==> src/rtl/load_store_unit.sv <==
// load_store_unit: single-outstanding load/store unit between the core's
// execute stage and a valid/ready data-memory bus. Builds byte strobes and
// lane-replicated store data, sign/zero-extends load data, and holds stall
// high while an access is in flight.
//
// Optional feature macro: LSU_MISALIGN_TRAP_EN
//   defined   -> misaligned H/HU/W accesses complete at once with rsp_err=1
//   undefined -> misaligned low address bits are silently truncated
//
// Ports:
//   clk, rst_n      clock, synchronous active-high reset
//   req_*           core request (valid/ready, we, funct3, addr, wdata)
//   rsp_*           one-cycle completion pulse with load data and error flag
//   stall           core freeze while busy
//   mem_*           data-memory bus (request handshake + read-data return)
module load_store_unit #(
  parameter int unsigned TIMEOUT_CYCLES = 255
) (
  input  logic        clk,
  input  logic        rst_n,
  input  logic        req_valid,
  output logic        req_ready,
  input  logic        req_we,
  input  logic [2:0]  req_funct3,
  input  logic [31:0] req_addr,
  input  logic [31:0] req_wdata,
  output logic        rsp_valid,
  output logic [31:0] rsp_rdata,
  output logic        rsp_err,
  output logic        stall,
  output logic        mem_valid,
  input  logic        mem_ready,
  output logic        mem_we,
  output logic [31:0] mem_addr,
  output logic [3:0]  mem_wstrb,
  output logic [31:0] mem_wdata,
  input  logic        mem_rvalid,
  input  logic [31:0] mem_rdata
);

  localparam int unsigned CNT_W = 16;

  typedef enum logic [1:0] {
    S_IDLE   = 2'd0,
    S_REQ    = 2'd1,
    S_WAIT_R = 2'd2,
    S_RESP   = 2'd3
  } state_t;

  state_t             r_state;
  state_t             w_next;
  logic               r_we;
  logic [2:0]         r_funct3;
  logic [31:0]        r_addr;
  logic [31:0]        r_wdata;
  logic [31:0]        r_rdata;
  logic               r_err;
  logic [CNT_W-1:0]   r_cnt;

  logic               w_f3_illegal;
  logic               w_misalign;
  logic               w_reject;
  logic               w_timeout;
  logic [3:0]         w_strb;
  logic [31:0]        w_lanes;
  logic [7:0]         w_byte;
  logic [15:0]        w_half;
  logic [31:0]        w_load_data;

  // Request decode: illegal width codes, and loads-only widths on stores
  always_comb begin
    w_f3_illegal = (req_funct3 == 3'b011) || (req_funct3[2:1] == 2'b11) ||
                   (req_we && req_funct3[2]);
`ifdef LSU_MISALIGN_TRAP_EN
    w_misalign   = ((req_funct3[1:0] == 2'b01) && req_addr[0]) ||
                   ((req_funct3[1:0] == 2'b10) && (req_addr[1:0] != 2'b00));
`else
    w_misalign   = 1'b0;
`endif
    w_reject     = w_f3_illegal || w_misalign;
  end

  assign w_timeout = (r_cnt == CNT_W'(TIMEOUT_CYCLES - 1));

  // Store lane steering; misaligned low bits drop out via the lane shifts
  always_comb begin
    w_strb  = 4'b1111;
    w_lanes = r_wdata;
    case (r_funct3[1:0])
      2'b00: begin
        w_strb  = 4'b0001 << r_addr[1:0];
        w_lanes = {4{r_wdata[7:0]}};
      end
      2'b01: begin
        w_strb  = 4'b0011 << {r_addr[1], 1'b0};
        w_lanes = {2{r_wdata[15:0]}};
      end
      default: ;
    endcase
  end

  // Load lane extract and extension
  always_comb begin
    w_byte = mem_rdata[7:0];
    case (r_addr[1:0])
      2'd1:    w_byte = mem_rdata[15:8];
      2'd2:    w_byte = mem_rdata[23:16];
      2'd3:    w_byte = mem_rdata[31:24];
      default: w_byte = mem_rdata[7:0];
    endcase
    w_half = r_addr[1] ? mem_rdata[31:16] : mem_rdata[15:0];
    case (r_funct3)
      3'b000:  w_load_data = {{24{w_byte[7]}}, w_byte};
      3'b100:  w_load_data = {24'd0, w_byte};
      3'b001:  w_load_data = {{16{w_half[15]}}, w_half};
      3'b101:  w_load_data = {16'd0, w_half};
      default: w_load_data = mem_rdata;
    endcase
  end

  // Next-state and output decode
  always_comb begin
    w_next    = r_state;
    req_ready = 1'b0;
    stall     = 1'b1;
    mem_valid = 1'b0;
    mem_we    = 1'b0;
    mem_addr  = 32'd0;
    mem_wstrb = 4'd0;
    mem_wdata = 32'd0;
    rsp_valid = 1'b0;
    rsp_err   = 1'b0;
    rsp_rdata = 32'd0;
    case (r_state)
      S_IDLE: begin
        req_ready = 1'b1;
        stall     = req_valid;
        if (req_valid) begin
          w_next = w_reject ? S_RESP : S_REQ;
        end
      end
      S_REQ: begin
        mem_valid = 1'b1;
        mem_we    = r_we;
        mem_addr  = {r_addr[31:2], 2'b00};
        if (r_we) begin
          mem_wstrb = w_strb;
          mem_wdata = w_lanes;
        end
        if (mem_ready) begin
          w_next = r_we ? S_RESP : S_WAIT_R;
        end
      end
      S_WAIT_R: begin
        if (mem_rvalid || w_timeout) begin
          w_next = S_RESP;
        end
      end
      S_RESP: begin
        rsp_valid = 1'b1;
        rsp_err   = r_err;
        rsp_rdata = r_rdata;
        w_next    = S_IDLE;
      end
      default: w_next = S_IDLE;
    endcase
  end

  // State, request latch, read-data capture and timeout counter
  always_ff @(posedge clk) begin
    if (rst_n) begin
      r_state  <= S_IDLE;
      r_we     <= 1'b0;
      r_funct3 <= 3'd0;
      r_addr   <= 32'd0;
      r_wdata  <= 32'd0;
      r_rdata  <= 32'd0;
      r_err    <= 1'b0;
      r_cnt    <= '0;
    end else begin
      r_state <= w_next;
      if ((r_state == S_IDLE) && req_valid) begin
        r_we     <= req_we;
        r_funct3 <= req_funct3;
        r_addr   <= req_addr;
        r_wdata  <= req_wdata;
        r_rdata  <= 32'd0;
        r_err    <= w_reject;
      end
      if (r_state == S_WAIT_R) begin
        // Data wins over a timeout landing in the same cycle
        if (mem_rvalid) begin
          r_rdata <= w_load_data;
        end else if (w_timeout) begin
          r_err <= 1'b1;
        end
      end
      if ((r_state == S_WAIT_R) && (w_next == S_WAIT_R)) begin
        r_cnt <= r_cnt + CNT_W'(1);
      end else begin
        r_cnt <= '0;
      end
    end
  end

endmodule

==> config.mk <==
export PLATFORM = sky130hd
export DESIGN_NAME = load_store_unit
export DESIGN_NICKNAME = d
export VERILOG_FILES = /design/src/rtl/load_store_unit.sv
export SDC_FILE = /design/constraint.sdc
export NUM_CORES = 1
export LEC_CHECK = 0
export ABC_CLOCK_PERIOD_IN_PS = 4100
export CAP_MARGIN = 15
export CORE_AREA = 2 2 87 151
export CTS_BUF_LIST = sky130_fd_sc_hd__clkbuf_4 sky130_fd_sc_hd__clkbuf_8 sky130_fd_sc_hd__clkbuf_16
export DETAILED_ROUTE_END_ITERATION = 16
export DIE_AREA = 0 0 89 153
export PLACE_DENSITY = 0.85
export SLEW_MARGIN = 0
export SYNTH_ARGS = -nofsm -noshare
export SYNTH_HDL_FRONTEND = slang
export SYNTH_SLANG_ARGS = --single-unit
==> constraint.sdc <==
create_clock -name clk -period 4.1 [get_ports clk]
set_input_delay 0.41 -clock clk [delete_from_list [all_inputs] [get_ports clk]]
set_output_delay 0.41 -clock clk [all_outputs]
set_load 0.05 [all_outputs]
Yosys cells after proc, flatten, opt, wreduce, memory -nomap -nowiden --
Cells that the tools add are included.
Word-level totals: bits in registers 119
Cells by class: shift-type cells 2, muxes and demuxes 30, eq/ne operators 14, bitwise logic cells 1, reduce and logical (&&, ||, !) cells 10, add/sub/neg operators 1
Operator list (count):
- 32-bit 2-to-1 mux | 7
- 32-bit case mux with 4 select lines | 1
- 32-bit case mux with 2 select lines | 1
- 8-bit case mux with 3 select lines | 1
- 16-bit by 1-bit adder with 16-bit output, second input constant | 1
- 16-bit by 8-bit == test with 1-bit output, second input constant | 1
- 16-bit 2-to-1 mux | 1
- 2-bit == test, second input constant | 6
- 1-bit 2-to-1 mux | 11
- 2-bit 2-to-1 mux | 4
- 4-bit 2-to-1 mux | 2
- 2-bit case mux with 4 select lines | 1
- 4-bit case mux with 2 select lines | 1
- 2-bit by 1-bit == test with 1-bit output, second input constant | 3
- 3-bit == test, second input constant | 2
- 2-bit logical NOT | 2
- 1-bit by 2-bit left shift with 4-bit output, first input constant | 1
- 2-bit by 2-bit left shift with 4-bit output, first input constant | 1
- 3-bit by 1-bit == test with 1-bit output, second input constant | 1
- 3-bit by 2-bit == test with 1-bit output, second input constant | 1
- 1-bit logical AND | 3
- 3-bit logical NOT | 1
- 1-bit logical OR | 3
- 2-bit OR reduction | 1
- 1-bit inverter | 1

Longest topological paths before layout --
Gate-level depths: netlist of run 1.
word-level depth 10, gate-level depth with buffers 7, gate-level depth less buffers 6

Worst setup path before layout of run 1 --
Ideal clock, no wire load.
path kind reg-to-output, start register r_state[0], end output mem_addr[22], data arrival time 1.838 ns, slack 1.852 ns, stages on the path, launching flop included 5, path buffers 2, path through dfxtp_1 > buf_2 > nor2b_4 > clkbuf_1 > and2_1
On the way: cells in the longest elaborated chain, start to end 2
Ends and longest elaborated chain:
- from (decl) | line 50 | state_t r_state;
- from (signal assigned) | line 181 | r_state <= w_next;
- 2-bit by 1-bit == test with 1-bit output | line 134 | case (r_state)
- 32-bit 2-to-1 mux | line 134
- to (decl) | line 34 | output logic [31:0] mem_addr,
Every way passes these cells.

Worst setup path in the final report of run 1 --
start register r_state[0], end output mem_wdata[13]
On the way: cells in the longest elaborated chain, start to end 2
Ends and longest elaborated chain:
- 2-bit by 1-bit == test with 1-bit output | line 134
- 32-bit 2-to-1 mux | line 134
- to (decl) | line 36 | output logic [31:0] mem_wdata,
Every way passes these cells.

==> impl_metrics.env, run 1 <==
export IMPL_status="complete, no violations"
export IMPL_drtPass1Iterations=5
export IMPL_start_kind="flip-flop"
export IMPL_synth_area_top_cells="dfxtp_1, nand2_1, a21oi_1"
export IMPL_clockPowerShare=0.456
export IMPL_hold_viol=0
export IMPL_hpwl_mm=13.4
export IMPL_power_switching_uw=965
export IMPL_setup_tns_ns=0
export IMPL_drive_above_1_share=0.0865
export IMPL_postRouteAntennaNets=0
export IMPL_crit_slowest_cell="nand2_1"
export IMPL_required_ns=3.69
export IMPL_area_delta_synth_final_pct=49.6
export IMPL_core_area_um2=12400
export IMPL_wirelength_mm=19.7
export IMPL_end_kind="output port"
export IMPL_track_usage=0.291
export IMPL_route_detailed_drc=0
export IMPL_rsz0062_at_grt="false"
export IMPL_place_gp_congestion=0.871
export IMPL_syn_area_per_cell_um2=7.63
export IMPL_combPwrFrac=0.181
export IMPL_synth_top_area_share=0.399
export IMPL_htree_levels=4
export IMPL_finalWorstPathRequiredPeriod_ns=3.30
export IMPL_wl_per_cell_um=17.4
export IMPL_syn_area_um2=5970
export IMPL_hold_class="reg -> reg"
export IMPL_cts_hold_buf=0
export IMPL_fin_nets=1055
export IMPL_ys_seq_area_frac=0.399
export IMPL_timing_worst_setup_path_type="reg -> out"
export IMPL_netlist_instances=782
export IMPL_vias=6244
export IMPL_leakage_uw=0.00326
export IMPL_max_freq_mhz=303
export IMPL_cts_sink_count=119
export IMPL_row_count=54
export IMPL_ys_ff_latch=119
export IMPL_synth_largest_area_cell="dfxtp_1"
export IMPL_crit_chain="nor2b_4 > nand2_1 > a21oi_1 > buf_12"
export IMPL_tightest_slew_ns=1.02
export IMPL_synth_ff_type="dfxtp_1"
export IMPL_cts_buffer_depth=2
export IMPL_cts_buffers=17
export IMPL_ioPinCount=211
export IMPL_fp_dieH_um=153
export IMPL_p_int_uw=2620
export IMPL_r2r_start="r_funct3[1]$_SDFFE_PP0P_"
export IMPL_grt_max_degree=70
export IMPL_yosys_warnings=0
export IMPL_switching_share=0.269
export IMPL_cts_clk_slew_worst_paths_ns=0.05
export IMPL_yosysMostFrequentCell="nand2_1"
export IMPL_start_util=0.480
export IMPL_setup_slack_ns=0.796
export IMPL_power_density_nw_per_um2=401
export IMPL_vias_per_cell=5.53
export IMPL_cap_violations=0
export IMPL_clock_latency_ns=0.41
export IMPL_vdd_drop_max_v=0.000363
export IMPL_critPathMaxStageDelay_ns=0.80
export IMPL_portBuffers=208
export IMPL_worstPathArrival_ns=2.89
export IMPL_crit_path_max_fanout=42
export IMPL_ys_types=48
export IMPL_synth_edf_count=0
export IMPL_grt_overflow=0
export IMPL_finalSetupViolCount=0
export IMPL_cts_tree="done"
export IMPL_startpoint="r_state[0]$_SDFF_PP0_"
export IMPL_grt_pass1_wl_mm=30.9
export IMPL_dieArea_um2=13600
export IMPL_cts_resized=0
export IMPL_skew_ns=0.00654
export IMPL_hold_start="r_addr[29]$_SDFFE_PP0P_"
export IMPL_drt_iter0_drc=402
export IMPL_cts_setup_buffers=0
export IMPL_die_width_um=89
export IMPL_p_seq_frac=0.363
export IMPL_async_reset_ff_frac=0
export IMPL_period_share=0.806
export IMPL_yosys_top_cells_count="nand2_1, a21oi_1, dfxtp_1, nor2_1"
export IMPL_dpl_worst_slack_ns=1.21
export IMPL_grt_antenna_before_repair=1
export IMPL_drv_slew=0
export IMPL_cts_root_buffer="clkbuf_16"
export IMPL_relSlewSlack=0.320
export IMPL_grt_pass1_vias=6124
## flip-flops by register name, summed over array words and instances, names as in the netlist
register and cells:
r_addr 32, r_we 1, r_state 2, r_rdata 32, r_cnt 16, r_funct3 3, r_err 1, r_wdata 32
## power groups by stage
stage / registers [uW] / logic [uW] / clock network [uW]
global placement: 1320 / 636 / 0
detailed placement: 1320 / 640 / 0
finish: 1300 / 649 / 1630
floorplan: 1290 / 421 / 0
global route: 1310 / 702 / 1710
CTS: 1300 / 646 / 1660
## layout make-up
type,instances,area (um^2)
Antenna cell,1,2.50
Clock buffer,22,475
Clock inverter,9,173
Fill cell,1010,3500
Inverter,8,30.0
Multi-Input combinational cell,584,3220
Sequential cell,119,2380
Tap cell,168,210
Timing Repair Buffer,218,2430
## critical path: cells and delay by family (launching register included)
kind                   cells  cell delay [ns]
AND/OR/NAND/NOR            2             1.43
AO/OA/AOI/OAI              1             0.53
flip-flops                 1             0.32
buffers and inverters      1             0.19
## final timing paths
check / end / slack [ns] / depth (start not counted)
max reg2reg: r_rdata[4]$_SDFF_PP0_ / 1.57 / 5
max: mem_wdata[13] / 0.80 / 4
min reg2reg: r_addr[29]$_SDFFE_PP0P_ / 0.45 / 2
min: r_addr[29]$_SDFFE_PP0P_ / 0.45 / 2
## cells by family after synthesis
kind of cell | Yosys count | synth area share
AND/OR/NAND/NOR | 345 | 0.266
AO/OA/AOI/OAI | 195 | 0.200
flip-flops | 119 | 0.399
buffers and inverters | 80 | 0.0631
multiplexers | 26 | 0.0457
XOR/XNOR | 14 | 0.0205
adder cells (fa/ha/maj) | 2 | 0.00419
other | 1 | 0.000628
## placed cells by master (no fill, tap or decap), drive strengths merged, types with 2 or more instances in the layout
cell,count
a22o,15
nor3b,2
dfxtp,119
o21a,2
nor3,5
nand2,178
clkdlybuf4s50,178
conb,2
a21oi,123
a22oi,7
nand4,4
bufinv,5
or3b,2
nor2,63
o21ai,4
a211oi,32
nand2b,2
or3,2
and2,31
clkinv,3
buf,40
mux2i,25
a221oi,8
clkbuf,22
nor4,3
inv,8
and3,41
xnor2,13
a31oi,2
nand3,6
nor2b,3
ha,2
## routing by layer
metal  up-vias  track usage  routed length [um]
li1       2999            -                   -
met1      2890        0.317                7020
met5         -            0                   0
met4         0        0.178                1220
met2       289        0.498               10000
met3        66       0.0626                1430
## through the flow
step                      hold slack (ns)  instance area, um^2  power [uW]  cells   util
after global routing                0.462                 8930        3720   1129  0.718
after detailed placement            0.442                 8280        1960   1097  0.666
after global placement              0.437                 8280        1950   1097  0.666
after floorplan                     0.432                 5970        1710    783      -
final                               0.447                 8930        3580   1129  0.718
after CTS                           0.449                 8920        3600   1128  0.718
Note: power is estimated with default switching activity, not from simulation.
==> run 2: changes to the inputs <==
Settings changed: ABC_CLOCK_PERIOD_IN_PS 4100 to 2850, CORE_AREA 2 2 87 151 to 2 2 95 165, DIE_AREA 0 0 89 153 to 0 0 97 167, PLACE_DENSITY 0.85 to 0.75.
Clock period 4.1 ns to 2.85 ns, I/O delays scaled along.
==> impl_metrics.env, run 2 (same netlist as run 1, synthesis figures left out) <==
export IMPL_wl_per_cell_um=17.1
export IMPL_grt_pass1_wl_mm=31.7
export IMPL_drv_slew=0
export IMPL_dpl_cell_count=1118
export IMPL_setup_tns_ns=0
export IMPL_grt_pass1_vias=6139
export IMPL_cpMostUsedCell="nand2_1"
export IMPL_largestRegisters="r_addr x32, r_rdata x32, r_wdata x32"
export IMPL_core_area_um2=14800
export IMPL_fp_dieH_um=167
export IMPL_postRouteAntennaNets=0
export IMPL_critPathMaxStageDelay_ns=0.74
export IMPL_cts_sink_count=119
export IMPL_antenna_cells=0
export IMPL_final_common_cell="nand2_1"
export IMPL_cts_tree="done"
export IMPL_worstPathArrival_ns=2.27
export IMPL_cts_clk_slew_worst_paths_ns=0.05
export IMPL_area_delta_synth_final_pct=57.0
export IMPL_dieArea_um2=16200
export IMPL_track_usage=0.242
export IMPL_cts_buffer_depth=2
export IMPL_required_ns=2.57
export IMPL_hold_class="in -> reg"
export IMPL_path_buf_inv=2
export IMPL_end_kind="output port"
export IMPL_grt_antenna_before_repair=0
export IMPL_clock_latency_ns=0.41
export IMPL_route_detailed_drc=0
export IMPL_final_cell_mix="nand2_1, clkdlybuf4s50_1, a21oi_1"
export IMPL_vias=6156
export IMPL_status="complete, no violations"
export IMPL_vias_per_cell=5.35
export IMPL_crit_chain="inv_1 > nand2_1 > nand2_1 > a21oi_1 > buf_12"
export IMPL_cts_buffers=17
export IMPL_place_gp_congestion=0.857
export IMPL_rsz0062_at_grt="false"
export IMPL_finalNonFillerCells=1150
export IMPL_wirelength_mm=19.7
export IMPL_crit_slowest_cell="dfxtp_2"
export IMPL_leakage_uw=0.00350
export IMPL_crit_path_max_fanout=32
export IMPL_timing_worst_setup_path_type="reg -> out"
export IMPL_cap_violations=0
export IMPL_cts_root_buffer="clkbuf_16"
export IMPL_max_freq_mhz=392
export IMPL_row_count=59
export IMPL_ioPinCount=211
export IMPL_grt_overflow=0
export IMPL_drtPass1Iterations=6
export IMPL_start_kind="flip-flop"
export IMPL_htree_levels=4
export IMPL_hold_viol=0
export IMPL_fin_worst_hold_slack_ns=0.260
export IMPL_design_area_um2=9370
export IMPL_cts_resized=0
export IMPL_portBuffers=208
export IMPL_start_util=0.402
export IMPL_finalSetupViolCount=0
export IMPL_grt_max_degree=70
export IMPL_period_share=0.895
export IMPL_path_delay_family="flip-flops"
export IMPL_die_width_um=97
export IMPL_drive_above_1_share=0.145
export IMPL_cts_hold_buf=0
export IMPL_relSlewSlack=0.433
export IMPL_dpl_cell_area_um2=8740
export IMPL_cts_setup_buffers=0
export IMPL_finalWorstPathRequiredPeriod_ns=2.55
export IMPL_hpwl_mm=14.1
export IMPL_drt_iter0_drc=331
export IMPL_vdd_drop_max_v=0.000391
export IMPL_tightest_slew_ns=0.851
export IMPL_skew_ns=0.00990
export IMPL_fin_nets=1061
export IMPL_power_density_nw_per_um2=547
[run 2: cell count changes in the layout (fill, tap and decap cells not counted), sizes merged]
cell	change
clkdlybuf4s50	-50
diode	-1
inv	+2
buf	+56
bufinv	-1
clkinv	+2
clkbuf	-2
[run 2: cell type report]
type                       instances  area [um^2]
clock buffer                      20          454
multi-input combinational        584         3220
timing repair buffer             224         2880
sequential                       119         2380
fill                            1258         5470
inverter                           8         30.0
tap                              183          229
clock inverter                    12          174
[run 2: stage by stage]
stage | setup WS [ns] | power [uW] | util
after floorplan | 0.727 | 2460 | -
after global placement | 0.635 | 2860 | 0.589
after detailed placement | 0.629 | 2880 | 0.589
after CTS | 0.293 | 5170 | 0.631
after global routing | 0.165 | 5340 | 0.631
final | 0.299 | 5130 | 0.631
[run 2: where the power goes]
| group | switching [uW] | leakage (uW) | internal (uW) |
|---|---|---|---|
| Clock | 777 | 0.000311 | 1510 |
| Combinational | 551 | 0.00222 | 420 |
| Sequential | 96.8 | 0.000971 | 1780 |
[run 2: worst paths after layout]
path | startpoint | endpoint | slack (ns) | cells after the start
worst min register to register | r_addr[31]$_SDFFE_PP0P_ | r_addr[31]$_SDFFE_PP0P_ | 0.45 | 2
worst max-delay path | r_funct3[1]$_SDFFE_PP0P_ | mem_wdata[10] | 0.30 | 5
worst max register to register | r_addr[1]$_SDFFE_PP0P_ | r_rdata[4]$_SDFF_PP0_ | 0.77 | 4
worst min-delay path | rst_n | r_state[0]$_SDFF_PP0_ | 0.26 | 2
[run 2: worst register-to-register path, delay by kind of cell, from the launching register on]
kind                   cells  cell delay (ns)
buffers and inverters      1             0.39
AO/OA/AOI/OAI              3             0.95
flip-flops                 1             0.60
[run 2: layer usage]
layer | routed length, um | track usage | vias to the layer above
met4 | 1070 | 0.138 | 0
li1 | - | - | 3016
met3 | 1240 | 0.0642 | 53
met5 | 0 | 0 | -
met1 | 7270 | 0.263 | 2846
met2 | 10100 | 0.422 | 241
==> run 3: changes to the inputs <==
Settings changed: CORE_AREA 2 2 95 165 to 4 4 97 167, DIE_AREA 0 0 97 167 to 0 0 101 171.
==> impl_metrics.env, run 3 (same netlist as run 1, synthesis figures left out) <==
export IMPL_required_ns=2.57
export IMPL_hold_start="rst_n"
export IMPL_setup_slack_ns=0.325
export IMPL_cts_root_buffer="clkbuf_16"
export IMPL_die_width_um=101
export IMPL_dieArea_um2=17300
export IMPL_finalWorstPathRequiredPeriod_ns=2.52
export IMPL_cts_buffers=17
export IMPL_end_kind="output port"
export IMPL_cts_sink_count=119
export IMPL_worstPathArrival_ns=2.24
export IMPL_relSlewSlack=0.599
export IMPL_area_delta_synth_final_pct=56.2
export IMPL_portBuffers=208
export IMPL_final_common_cell="nand2_1"
export IMPL_vias=6231
export IMPL_core_area_um2=14800
export IMPL_max_freq_mhz=396
export IMPL_grt_overflow=0
export IMPL_timing_worst_setup_path_type="reg -> out"
export IMPL_period_share=0.886
export IMPL_rrSetupSlack_ns=0.85
export IMPL_wl_per_cell_um=17.5
export IMPL_cts_resized=0
export IMPL_power_density_nw_per_um2=520
export IMPL_vias_per_cell=5.40
export IMPL_tightest_slew_ns=0.601
export IMPL_row_count=59
export IMPL_cap_violations=0
export IMPL_vdd_drop_max_v=0.000437
export IMPL_htree_levels=4
export IMPL_min_path_cells=2
export IMPL_dpl_cell_count=1121
export IMPL_grt_pass1_wl_mm=31.3
export IMPL_finalNonFillerCells=1153
export IMPL_cts_buffer_depth=2
export IMPL_drtPass1Iterations=4
export IMPL_fp_dieH_um=171
export IMPL_r2r_cells=5
export IMPL_rsz0062_at_grt="false"
export IMPL_skew_ns=0.00974
export IMPL_min_to="r_rdata[10]$_SDFF_PP0_"
export IMPL_cts_clk_slew_worst_paths_ns=0.05
export IMPL_fin_util=0.628
export IMPL_place_gp_congestion=0.900
export IMPL_start_kind="flip-flop"
export IMPL_finalSetupViolCount=0
export IMPL_drt_iter0_drc=340
export IMPL_dpl_worst_slack_ns=0.732
export IMPL_final_cell_mix="nand2_1, clkdlybuf4s50_1, a21oi_1"
export IMPL_setup_tns_ns=0
export IMPL_leakage_uw=0.00349
export IMPL_largestRegisters="r_addr x32, r_rdata x32, r_wdata x32"
export IMPL_hold_class="in -> reg"
export IMPL_postRouteAntennaNets=0
export IMPL_grt_antenna_before_repair=1
export IMPL_ioPinCount=211
export IMPL_hold_viol=0
export IMPL_fin_nets=1064
export IMPL_reg2reg_to="r_rdata[18]$_SDFF_PP0_"
export IMPL_drv_slew=0
export IMPL_cts_hold_buf=0
export IMPL_grt_pass1_vias=5943
export IMPL_r2r_start="r_addr[1]$_SDFFE_PP0P_"
export IMPL_status="complete, no violations"
export IMPL_grt_max_degree=94
export IMPL_wirelength_mm=20.2
export IMPL_hpwl_mm=14.3
export IMPL_cts_setup_buffers=0
export IMPL_start_util=0.402
export IMPL_drive_above_1_share=0.149
export IMPL_route_detailed_drc=0
export IMPL_track_usage=0.230
export IMPL_crit_path_max_fanout=26
export IMPL_clock_latency_ns=0.41
export IMPL_cts_tree="done"
## run 3: cell types whose count changed in the layout (fill, tap and decap cells not counted), sizes merged
cell	delta
clkdlybuf4s50	-2
clkbuf	+1
bufinv	-3
diode	+1
clkinv	+2
clkinvlp	+1
buf	+5
inv	-2
## run 3: cell type report
type | count | area [um^2]
Sequential cell | 119 | 2380
Fill cell | 1231 | 5520
Multi-Input combinational cell | 584 | 3220
Timing Repair Buffer | 227 | 2910
Clock inverter | 10 | 80.1
Clock buffer | 21 | 468
Antenna cell | 1 | 2.50
Tap cell | 183 | 229
Inverter | 8 | 30.0
## run 3: layer usage
layer  routed length [um]  up-vias  GRT usage  share of wire
li1                     -     3024          -              -
met2                10200      254      0.387           0.51
met4                  917        0      0.119          0.045
met1                 7430     2905      0.258           0.37
met3                 1570       48     0.0702          0.078
met5                    0        -          0              0
## run 3: worst max path at each step
| stage | start | to | slack, ns | depth (start not counted) |
|---|---|---|---|---|
| after detailed placement | r_state[0]$_SDFF_PP0_ | rsp_valid | 0.73 | 3 |
| after global placement | r_state[0]$_SDFF_PP0_ | rsp_valid | 0.75 | 3 |
| after floorplan | r_state[0]$_SDFF_PP0_ | mem_addr[22] | 0.73 | 4 |
| after global routing | r_state[0]$_SDFF_PP0_ | mem_wdata[4] | 0.19 | 5 |
| after CTS | r_state[0]$_SDFF_PP0_ | rsp_valid | 0.30 | 3 |
| final | r_state[0]$_SDFF_PP0_ | rsp_valid | 0.33 | 3 |
## run 3: report_power, final
group	total (uW)	leakage [uW]	internal (uW)	switching, uW
registers	1870	0.000971	1780	93.5
logic	990	0.00225	427	562
clock network	1990	0.000275	1250	742
## run 3: stage by stage
stage / area, um^2 / power (uW) / hold slack, ns
floorplan: 5970 / 2460 / 0.421
global placement: 8770 / 2880 / 0.437
detailed placement: 8770 / 2890 / 0.443
CTS: 9320 / 4890 / 0.152
global route: 9320 / 5060 / 0.156
finish: 9320 / 4850 / 0.166
## run 3: worst max-delay path: stages (launching register included)
cell	delay [ns]
dfxtp_1	0.52
buf_4	0.32
and2_1	0.18
clkdlybuf4s50_1	0.80
